`src/rtl/avalon_dvp_vo_pkg.sv`:
```
// Shared definitions for the DVP raw video output port: register map,
// interrupt bit positions, control state encoding and register helpers.
package avalon_dvp_vo_pkg;

    // Avalon-MM register map (word addresses)
    localparam logic [5:0] ADDR_ENABLE        = 6'd0;
    localparam logic [5:0] ADDR_WIDTH         = 6'd1;
    localparam logic [5:0] ADDR_HEIGHT        = 6'd2;
    localparam logic [5:0] ADDR_FRAME_CNT     = 6'd3;
    localparam logic [5:0] ADDR_UNDERFLOW_CNT = 6'd4;
    localparam logic [5:0] ADDR_INT_STATUS    = 6'd5;
    localparam logic [5:0] ADDR_INT_MASK      = 6'd6;

    // INT_STATUS / INT_MASK bit positions
    localparam int unsigned INT_FRAME_START = 0;
    localparam int unsigned INT_UNDERFLOW   = 1;

    // Pixel path control states
    typedef enum logic [1:0] {
        ST_IDLE = 2'd0,
        ST_SYNC = 2'd1,
        ST_RUN  = 2'd2
    } vo_state_e;

    // WIDTH/HEIGHT keep the low 16 bits; a zero dimension is stored as 1
    function automatic logic [15:0] dim_from_write(input logic [31:0] wdata);
        dim_from_write = (wdata[15:0] == 16'd0) ? 16'd1 : wdata[15:0];
    endfunction

endpackage

```
`src/rtl/avalon_dvp_vo_timing.sv`:
```
// Frame timing generator: h/v counters, shadowed frame geometry and the
// active / vsync / frame-wrap decode used by the DVP output control.
module dvp_out_timing
    import avalon_dvp_vo_pkg::*;
#(
    parameter logic [15:0] H_FRONT = 16'd200,
    parameter logic [15:0] H_PULSE = 16'd536,
    parameter logic [15:0] H_BACK  = 16'd200,
    parameter logic [15:0] V_FRONT = 16'd100,
    parameter logic [15:0] V_PULSE = 16'd240,
    parameter logic [15:0] V_BACK  = 16'd100
) (
    input  logic        clk,
    input  logic        reset,
    input  logic        en_i,
    input  logic [15:0] width_i,
    input  logic [15:0] height_i,
    output logic        active_o,
    output logic        vs_o,
    output logic        frame_wrap_o
);

    localparam logic [15:0] H_BLANK = H_FRONT + H_PULSE + H_BACK;
    localparam logic [15:0] V_BLANK = V_FRONT + V_PULSE + V_BACK;
    localparam logic [15:0] VS_END  = V_FRONT + V_PULSE;

    logic [15:0] h_q, h_d;
    logic [15:0] v_q, v_d;
    logic [15:0] width_sh_q, width_sh_d;
    logic [15:0] height_sh_q, height_sh_d;
    logic [15:0] h_last, v_last;
    logic        h_end, v_end;

    assign h_last = H_BLANK + width_sh_q - 16'd1;
    assign v_last = V_BLANK + height_sh_q - 16'd1;
    assign h_end  = (h_q == h_last);
    assign v_end  = (v_q == v_last);

    // Counter advance; shadows track the registers while disabled so that
    // the value present at the 0->1 enable edge is the one captured
    always_comb begin
        h_d         = h_q;
        v_d         = v_q;
        width_sh_d  = width_sh_q;
        height_sh_d = height_sh_q;
        if (!en_i) begin
            h_d         = '0;
            v_d         = '0;
            width_sh_d  = width_i;
            height_sh_d = height_i;
        end else if (h_end) begin
            h_d = '0;
            if (v_end) begin
                v_d         = '0;
                width_sh_d  = width_i;
                height_sh_d = height_i;
            end else begin
                v_d = v_q + 16'd1;
            end
        end else begin
            h_d = h_q + 16'd1;
        end
    end

    // Counter and shadow registers
    always_ff @(posedge clk) begin
        if (reset) begin
            h_q         <= '0;
            v_q         <= '0;
            width_sh_q  <= '0;
            height_sh_q <= '0;
        end else begin
            h_q         <= h_d;
            v_q         <= v_d;
            width_sh_q  <= width_sh_d;
            height_sh_q <= height_sh_d;
        end
    end

    assign active_o     = en_i & (h_q >= H_BLANK) & (v_q >= V_BLANK);
    assign vs_o         = en_i & (v_q >= V_FRONT) & (v_q < VS_END);
    assign frame_wrap_o = en_i & h_end & v_end;

endmodule

```
`src/rtl/avalon_dvp_vo.sv`:
```
// DVP raw video output port: Avalon-MM register file, SOP-aligned pixel
// sink control (IDLE/SYNC/RUN) and registered DVP output pins.
module avalon_dvp_vo
    import avalon_dvp_vo_pkg::*;
#(
    parameter int          BITS       = 8,
    parameter logic [15:0] H_FRONT    = 16'd200,
    parameter logic [15:0] H_PULSE    = 16'd536,
    parameter logic [15:0] H_BACK     = 16'd200,
    parameter logic [15:0] V_FRONT    = 16'd100,
    parameter logic [15:0] V_PULSE    = 16'd240,
    parameter logic [15:0] V_BACK     = 16'd100,
    parameter logic [15:0] H_DISP_RST = 16'd960,
    parameter logic [15:0] V_DISP_RST = 16'd544
) (
    input  logic            clk,
    input  logic            reset,
    input  logic [5:0]      as_address,
    input  logic            as_read,
    output logic [31:0]     as_readdata,
    input  logic            as_write,
    input  logic [31:0]     as_writedata,
    output logic            as_irq,
    input  logic [BITS-1:0] st_data,
    input  logic            st_valid,
    input  logic            st_sop,
    output logic            st_ready,
    output logic            out_pclk,
    output logic            out_href,
    output logic            out_vsync,
    output logic [BITS-1:0] out_raw
);

    vo_state_e       state_q;
    logic            enable_q, enable_d;
    logic [15:0]     width_q, width_d;
    logic [15:0]     height_q, height_d;
    logic [31:0]     frame_cnt_q, frame_cnt_d;
    logic [31:0]     underflow_cnt_q, underflow_cnt_d;
    logic [1:0]      int_status_q, int_status_d;
    logic [1:0]      int_mask_q, int_mask_d;
    logic [31:0]     readdata_q, readdata_d;
    logic [31:0]     rd_mux;
    logic            missed_q;
    logic            vs_prev_q;
    logic            href_q, vsync_q;
    logic [BITS-1:0] raw_q;

    logic active, vs, frame_wrap;
    logic wr_en, sop_head, start, take_run, accept_px, drop_px, underflow, vs_rise;

    dvp_out_timing #(
        .H_FRONT(H_FRONT),
        .H_PULSE(H_PULSE),
        .H_BACK (H_BACK),
        .V_FRONT(V_FRONT),
        .V_PULSE(V_PULSE),
        .V_BACK (V_BACK)
    ) u_timing (
        .clk         (clk),
        .reset       (reset),
        .en_i        (enable_q),
        .width_i     (width_q),
        .height_i    (height_q),
        .active_o    (active),
        .vs_o        (vs),
        .frame_wrap_o(frame_wrap)
    );

    // A read in the same cycle suppresses the write
    assign wr_en = as_write & ~as_read;

    // Pixel acceptance: a frame may only start on an SOP at its first active
    // pixel; once that chance is missed the frame is blanked until the wrap
    assign sop_head  = st_valid & st_sop;
    assign start     = (state_q == ST_SYNC) & ~missed_q & active & sop_head;
    assign take_run  = (state_q == ST_RUN) & active & st_valid;
    assign accept_px = start | take_run;
    assign drop_px   = (state_q == ST_SYNC) & ~active & st_valid & ~st_sop;
    assign underflow = active & ~accept_px;
    assign vs_rise   = vs & ~vs_prev_q;

    // Sink handshake
    always_comb begin
        st_ready = 1'b0;
        unique case (state_q)
            ST_SYNC: st_ready = start | drop_px;
            ST_RUN:  st_ready = active;
            default: st_ready = 1'b0;
        endcase
    end

    // Register writes and event counters
    always_comb begin
        enable_d        = enable_q;
        width_d         = width_q;
        height_d        = height_q;
        int_mask_d      = int_mask_q;
        int_status_d    = int_status_q;
        frame_cnt_d     = frame_cnt_q + {31'd0, vs_rise};
        underflow_cnt_d = underflow_cnt_q + {31'd0, underflow};
        if (wr_en) begin
            case (as_address)
                ADDR_ENABLE:     enable_d     = as_writedata[0];
                ADDR_WIDTH:      width_d      = dim_from_write(as_writedata);
                ADDR_HEIGHT:     height_d     = dim_from_write(as_writedata);
                ADDR_INT_STATUS: int_status_d = '0;
                ADDR_INT_MASK:   int_mask_d   = as_writedata[1:0];
                default: ;
            endcase
        end
        // Event sets take precedence over a clearing write in the same cycle
        if (vs_rise)   int_status_d[INT_FRAME_START] = 1'b1;
        if (underflow) int_status_d[INT_UNDERFLOW]   = 1'b1;
    end

    // Read data mux
    always_comb begin
        rd_mux = '0;
        case (as_address)
            ADDR_ENABLE:        rd_mux = {31'd0, enable_q};
            ADDR_WIDTH:         rd_mux = {16'd0, width_q};
            ADDR_HEIGHT:        rd_mux = {16'd0, height_q};
            ADDR_FRAME_CNT:     rd_mux = frame_cnt_q;
            ADDR_UNDERFLOW_CNT: rd_mux = underflow_cnt_q;
            ADDR_INT_STATUS:    rd_mux = {30'd0, int_status_q};
            ADDR_INT_MASK:      rd_mux = {30'd0, int_mask_q};
            default:            rd_mux = '0;
        endcase
        readdata_d = as_read ? rd_mux : readdata_q;
    end

    // Register file, counters and read data register
    always_ff @(posedge clk) begin
        if (reset) begin
            enable_q        <= 1'b0;
            width_q         <= H_DISP_RST;
            height_q        <= V_DISP_RST;
            frame_cnt_q     <= '0;
            underflow_cnt_q <= '0;
            int_status_q    <= '0;
            int_mask_q      <= 2'b11;
            readdata_q      <= '0;
            vs_prev_q       <= 1'b0;
        end else begin
            enable_q        <= enable_d;
            width_q         <= width_d;
            height_q        <= height_d;
            frame_cnt_q     <= frame_cnt_d;
            underflow_cnt_q <= underflow_cnt_d;
            int_status_q    <= int_status_d;
            int_mask_q      <= int_mask_d;
            readdata_q      <= readdata_d;
            vs_prev_q       <= vs;
        end
    end

    // Control FSM and DVP output registers; keyed on the next ENABLE value
    // so a disabling write blanks the pins on the very next cycle
    always_ff @(posedge clk) begin
        if (reset || !enable_d) begin
            state_q  <= ST_IDLE;
            missed_q <= 1'b0;
            href_q   <= 1'b0;
            vsync_q  <= 1'b0;
            raw_q    <= '0;
        end else begin
            href_q  <= active;
            vsync_q <= vs;
            raw_q   <= accept_px ? st_data : '0;
            unique case (state_q)
                ST_IDLE: begin
                    state_q  <= ST_SYNC;
                    missed_q <= 1'b0;
                end
                ST_SYNC: begin
                    if (frame_wrap) begin
                        missed_q <= 1'b0;
                    end else if (start) begin
                        state_q <= ST_RUN;
                    end else if (underflow) begin
                        missed_q <= 1'b1;
                    end
                end
                ST_RUN: begin
                    if (frame_wrap) state_q <= ST_SYNC;
                end
                default: state_q <= ST_IDLE;
            endcase
        end
    end

    assign as_readdata = readdata_q;
    assign as_irq      = |(int_status_q & ~int_mask_q);
    assign out_pclk    = ~clk;
    assign out_href    = href_q;
    assign out_vsync   = vsync_q;
    assign out_raw     = raw_q;

endmodule

```
`config.mk`:
```
export PLATFORM = sky130hd
export DESIGN_NAME = avalon_dvp_vo
export DESIGN_NICKNAME = d
export VERILOG_FILES = /design/src/rtl/avalon_dvp_vo_pkg.sv /design/src/rtl/avalon_dvp_vo_timing.sv /design/src/rtl/avalon_dvp_vo.sv
export SDC_FILE = /design/constraint.sdc
export NUM_CORES = 1
export LEC_CHECK = 0
export ABC_CLOCK_PERIOD_IN_PS = 10200
export CORE_AREA = 10 10 115 168
export CTS_BUF_LIST = sky130_fd_sc_hd__clkbuf_16
export DETAILED_ROUTE_END_ITERATION = 16
export DIE_AREA = 0 0 125 178
export PLACE_DENSITY_LB_ADDON = 0.3
export SYNTH_ARGS = -nofsm -noshare
export SYNTH_HDL_FRONTEND = slang
export SYNTH_SLANG_ARGS = --single-unit
```
`constraint.sdc`:
```
create_clock -name clk -period 10.2 [get_ports clk]
set_input_delay 3.06 -clock clk [delete_from_list [all_inputs] [get_ports clk]]
set_output_delay 3.06 -clock clk [all_outputs]
set_load 0.1 [all_outputs]
```
== After elaboration in Yosys (flattened, before gate mapping) ==
Cells that the tools add are included.

* Bits in registers: 211
* Input port bits: 52
* Logic and storage cells: 124

* Add/sub/neg operators: 8
* Magnitude comparators: 4
* Eq/ne operators: 17
* Multiplexer cells: 24
* Bitwise gates (word level): 30
* Reductions and logical operators: 22

{| class="wikitable"
|+ Operators by type and width
! cell !! count
|-
| $pmux 32 s7 || 1
|-
| $mux 16 || 8
|-
| $add 32x1->32 || 2
|-
| $add 16x1->16 const B || 2
|-
| $eq 16x16->1 || 2
|-
| $sub 16x1->16 const B || 2
|-
| $and 1x1->1 || 18
|-
| $eq 6x3->1 const B || 3
|-
| $add 10x16->16 const A || 1
|-
| $add 9x16->16 const A || 1
|-
| $ge 16x10->1 const B || 1
|-
| $ge 16x7->1 const B || 1
|-
| $ge 16x9->1 const B || 1
|-
| $logic_not 16->1 || 1
|-
| $lt 16x9->1 const B || 1
|-
| $eq 6x2->1 const B || 2
|-
| $reduce_and 2->1 || 6
|-
| $mux 2 || 5
|-
| $reduce_bool 2->1 || 5
|-
| $not 1->1 || 8
|-
| $mux 1 || 7
|-
| $eq 6x1->1 const B || 1
|-
| $logic_not 6->1 || 1
|-
| $ne 2x2->1 const B || 3
|-
| 15 further kinds || 22
|}

== Depth between registers and ports, before layout ==
* Word-level depth: 12
* Depth in mapped cells: 16
* Gate-level depth less buffers: 16

== By module ==
Synthesis repeated with hierarchy kept, for this count alone.

* Cells, all modules: 1281
* Area total of the unflattened synthesis: 10764.1 µm²

{| class="wikitable"
|+ By module, submodules not included
! module !! times used !! cells each !! area each (µm²)
|-
| avalon_dvp_vo || 1 || 769 || 6577.6
|-
| dvp_out_timing || 1 || 512 || 4186.5
|}

==> flow_metrics.env <==
export IMPL_tritoncts="yes"
export IMPL_drt_drc_violations_left=0
export IMPL_syn_area_per_cell_um2=8.314
export IMPL_slew_headroom_pct=16.02
export IMPL_worst_path_max_fanout=12
export IMPL_nNetsFinal=1295
export IMPL_h_tree_depth=1
export IMPL_total_power_uw=1718
export IMPL_grt_first_pass_wirelength_um=40500
export IMPL_synth_warn=0
export IMPL_yosys_area_top_type="dfxtp_1"
export IMPL_die_w_um=125
export IMPL_routed_wire_length_per_instance_um=17.13
export IMPL_min_delay_path_class="reg2reg"
export IMPL_finalClockSkew_ps=7.092
export IMPL_post_cts_setup_driven_buffer_insertion_count=0
export IMPL_die_h_um=178
export IMPL_synthTopCellsByArea="dfxtp_1 (43%), nor2_1 (6.8%), xor2_1 (5.3%), xnor2_1 (5.0%), a21oi_1 (4.7%)"
export IMPL_postRouteWirelength_um=24820
export IMPL_cp_end_kind="output pin"
export IMPL_drt_pass1_iter_count=5
export IMPL_number_of_antenna_diodes=0
export IMPL_die_area_um2=22250
export IMPL_detailedPlacementHpwl_um=17660
export IMPL_vias_per_cell=5.825
export IMPL_worst_ir_drop_vdd_mv=0.2840
export IMPL_drv_slew=0
export IMPL_io_buffer_count=80
export IMPL_worst_hold_path_depth=2
export IMPL_number_of_buffers_created_by_cts=21
export IMPL_gp_routability_congestion=0.8593
export IMPL_post_synth_top_count_cell="dfxtp_1"
export IMPL_drv_cap=0
export IMPL_run_status="complete, no violations"
export IMPL_groute_usage_overall_pct=21.30
export IMPL_worstSetupPathType="clk2out"
export IMPL_insertion_delay_ps=490
export IMPL_tightestPinTransition_ps=1260
export IMPL_cp_data_arrival_time_ps=6780
export IMPL_report_final_setup_viol=0
export IMPL_drt_iter0_markers=600
export IMPL_io_pin_count=97
export IMPL_cts_path_max_buffers=3
export IMPL_crit_required_ps=7140
export IMPL_synth_common_cells="dfxtp_1 (211), nor2_1 (180), nand2_1 (110), a21oi_1 (93), xor2_1 (60)"
export IMPL_unrepaired_setup_endpoints_after_global_routing="no"
export IMPL_grt_overflow=0
export IMPL_cp_start_kind="clock port"
export IMPL_synth_fp_nets=1254
export IMPL_post_synth_instance_area_um2=9877
export IMPL_cts_resized=0
export IMPL_grt_max_degree=101
export IMPL_via_count=8441
export IMPL_post_synth_inst_count=1188
export IMPL_power_density_nw_per_um2=150.3
export IMPL_post_cts_hold_buffer_count=0
export IMPL_clock_root_buffer="clkbuf_16"
export IMPL_antenna_violations_before_repair=0
export IMPL_path_clk_slew_ps=60
export IMPL_grt_pass1_vias=8277
export IMPL_synthDistinctLibCells=61
export IMPL_layout_drive_gt1_share_pct=4.183
export IMPL_areaGrowthSynthToFinish_pct=15.77
export IMPL_synth_top_flop_cell="dfxtp_1"
export IMPL_p_leak_uw=0.004086
export IMPL_yosysSeqAreaShare_pct=42.77
export IMPL_initial_core_util_pct=60.74
export IMPL_synth_enable_flop_cells=0
export IMPL_postSynth_asyncResetShare_pct=0
export IMPL_timing_final_hold_violations=0
export IMPL_synth_top_area_share_pct=42.77
export IMPL_route_antenna_remaining_nets=0
export IMPL_reg2reg_path_depth=12
export IMPL_synth_seq_cells=211
export IMPL_timing_setup_tns_ps=0
export IMPL_rows=57
export IMPL_design_core_area_um2=16260
## power by group
part           leakage (uW)  total, uW  internal [uW]  switching (uW)
clock              0.000359        842            486             357
sequential          0.00170        829            826            3.45
combinational       0.00203       46.9           19.0            27.9
## cells by family after synthesis
kind of cell	Yosys count	share of synthesized area, %
mux	40	4.079
flops	211	42.77
xor+xnor	116	10.29
buf+inv	98	3.826
compound gates	214	13.81
simple gates	495	23.46
fa+ha+maj	14	1.774
## path summary, 6_finish.rpt
path | startpoint | to | slack (ps)
min reg2reg | height_q[6] | height_q[6] | 470
max | clk | out_pclk | 360
min | height_q[6] | height_q[6] | 470
max reg2reg | u_timing.v_q[12] | frame_cnt_q[31] | 5840
## metrics by stage
stage | hold slack (ps) | cells | cell area [um^2] | util (%) | setup slack (ps)
after floorplan | 448.5 | 1188 | 9877 | - | 1463
after global placement | 462.6 | 1412 | 10720 | 65.95 | 900.8
after detailed placement | 468.2 | 1412 | 10720 | 65.95 | 900.8
after CTS | 476.2 | 1449 | 11430 | 70.32 | 337.3
after global routing | 498.4 | 1449 | 11430 | 70.32 | 313.1
final | 473.5 | 1449 | 11430 | 70.32 | 362.3
## worst max-delay path, cell delays in order
cell	delay, ps
clkbuf_16	130
clkbuf_16	190
clkbuf_16	180
inv_1	50
clkdlybuf4s50_1	1120
## registers in the layout, indices dropped and copies added (netlist names), 2 cells and up
| name | cells |
|---|---|
| as_readdata | 32 |
| frame_cnt_q | 32 |
| height_q | 16 |
| int_mask_q | 2 |
| int_status_q | 2 |
| out_raw | 8 |
| state_q | 2 |
| u_timing.h_q | 16 |
| u_timing.height_sh_q | 16 |
| u_timing.v_q | 16 |
| u_timing.width_sh_q | 16 |
| underflow_cnt_q | 32 |
| width_q | 16 |
## cell usage in the layout, fill, tap and decap left out, types with 25 or more instances in the layout
| cell type | instances |
|---|---|
| dfxtp_1 | 211 |
| xor2_1 | 60 |
| inv_1 | 32 |
| a22oi_1 | 44 |
| nand2_1 | 110 |
| clkdlybuf4s50_1 | 79 |
| nor3_1 | 25 |
| xnor2_1 | 56 |
| nor2_1 | 179 |
| o21ai_0 | 26 |
| mux2i_1 | 38 |
| nand3_1 | 53 |
| a21oi_1 | 93 |
## cell type report
type	instances	area (um^2)
multi-input combinational	879	5294
fill	1309	4826
sequential	211	4224
timing repair buffer	83	818.3
clock buffer	22	535.5
tap	206	257.7
clock inverter	17	188.9
inverter	31	116.4
## metal layers
layer  track usage [%]  up-vias  part of all wire, %
li1                  -     4159                    -
met1             23.19     3997                   39
met2             39.24      212                   52
met3             3.476       73                  4.7
met4             10.30        0                  3.6
met5                 0        -                    0
Note: power is estimated with default switching activity, not from simulation.
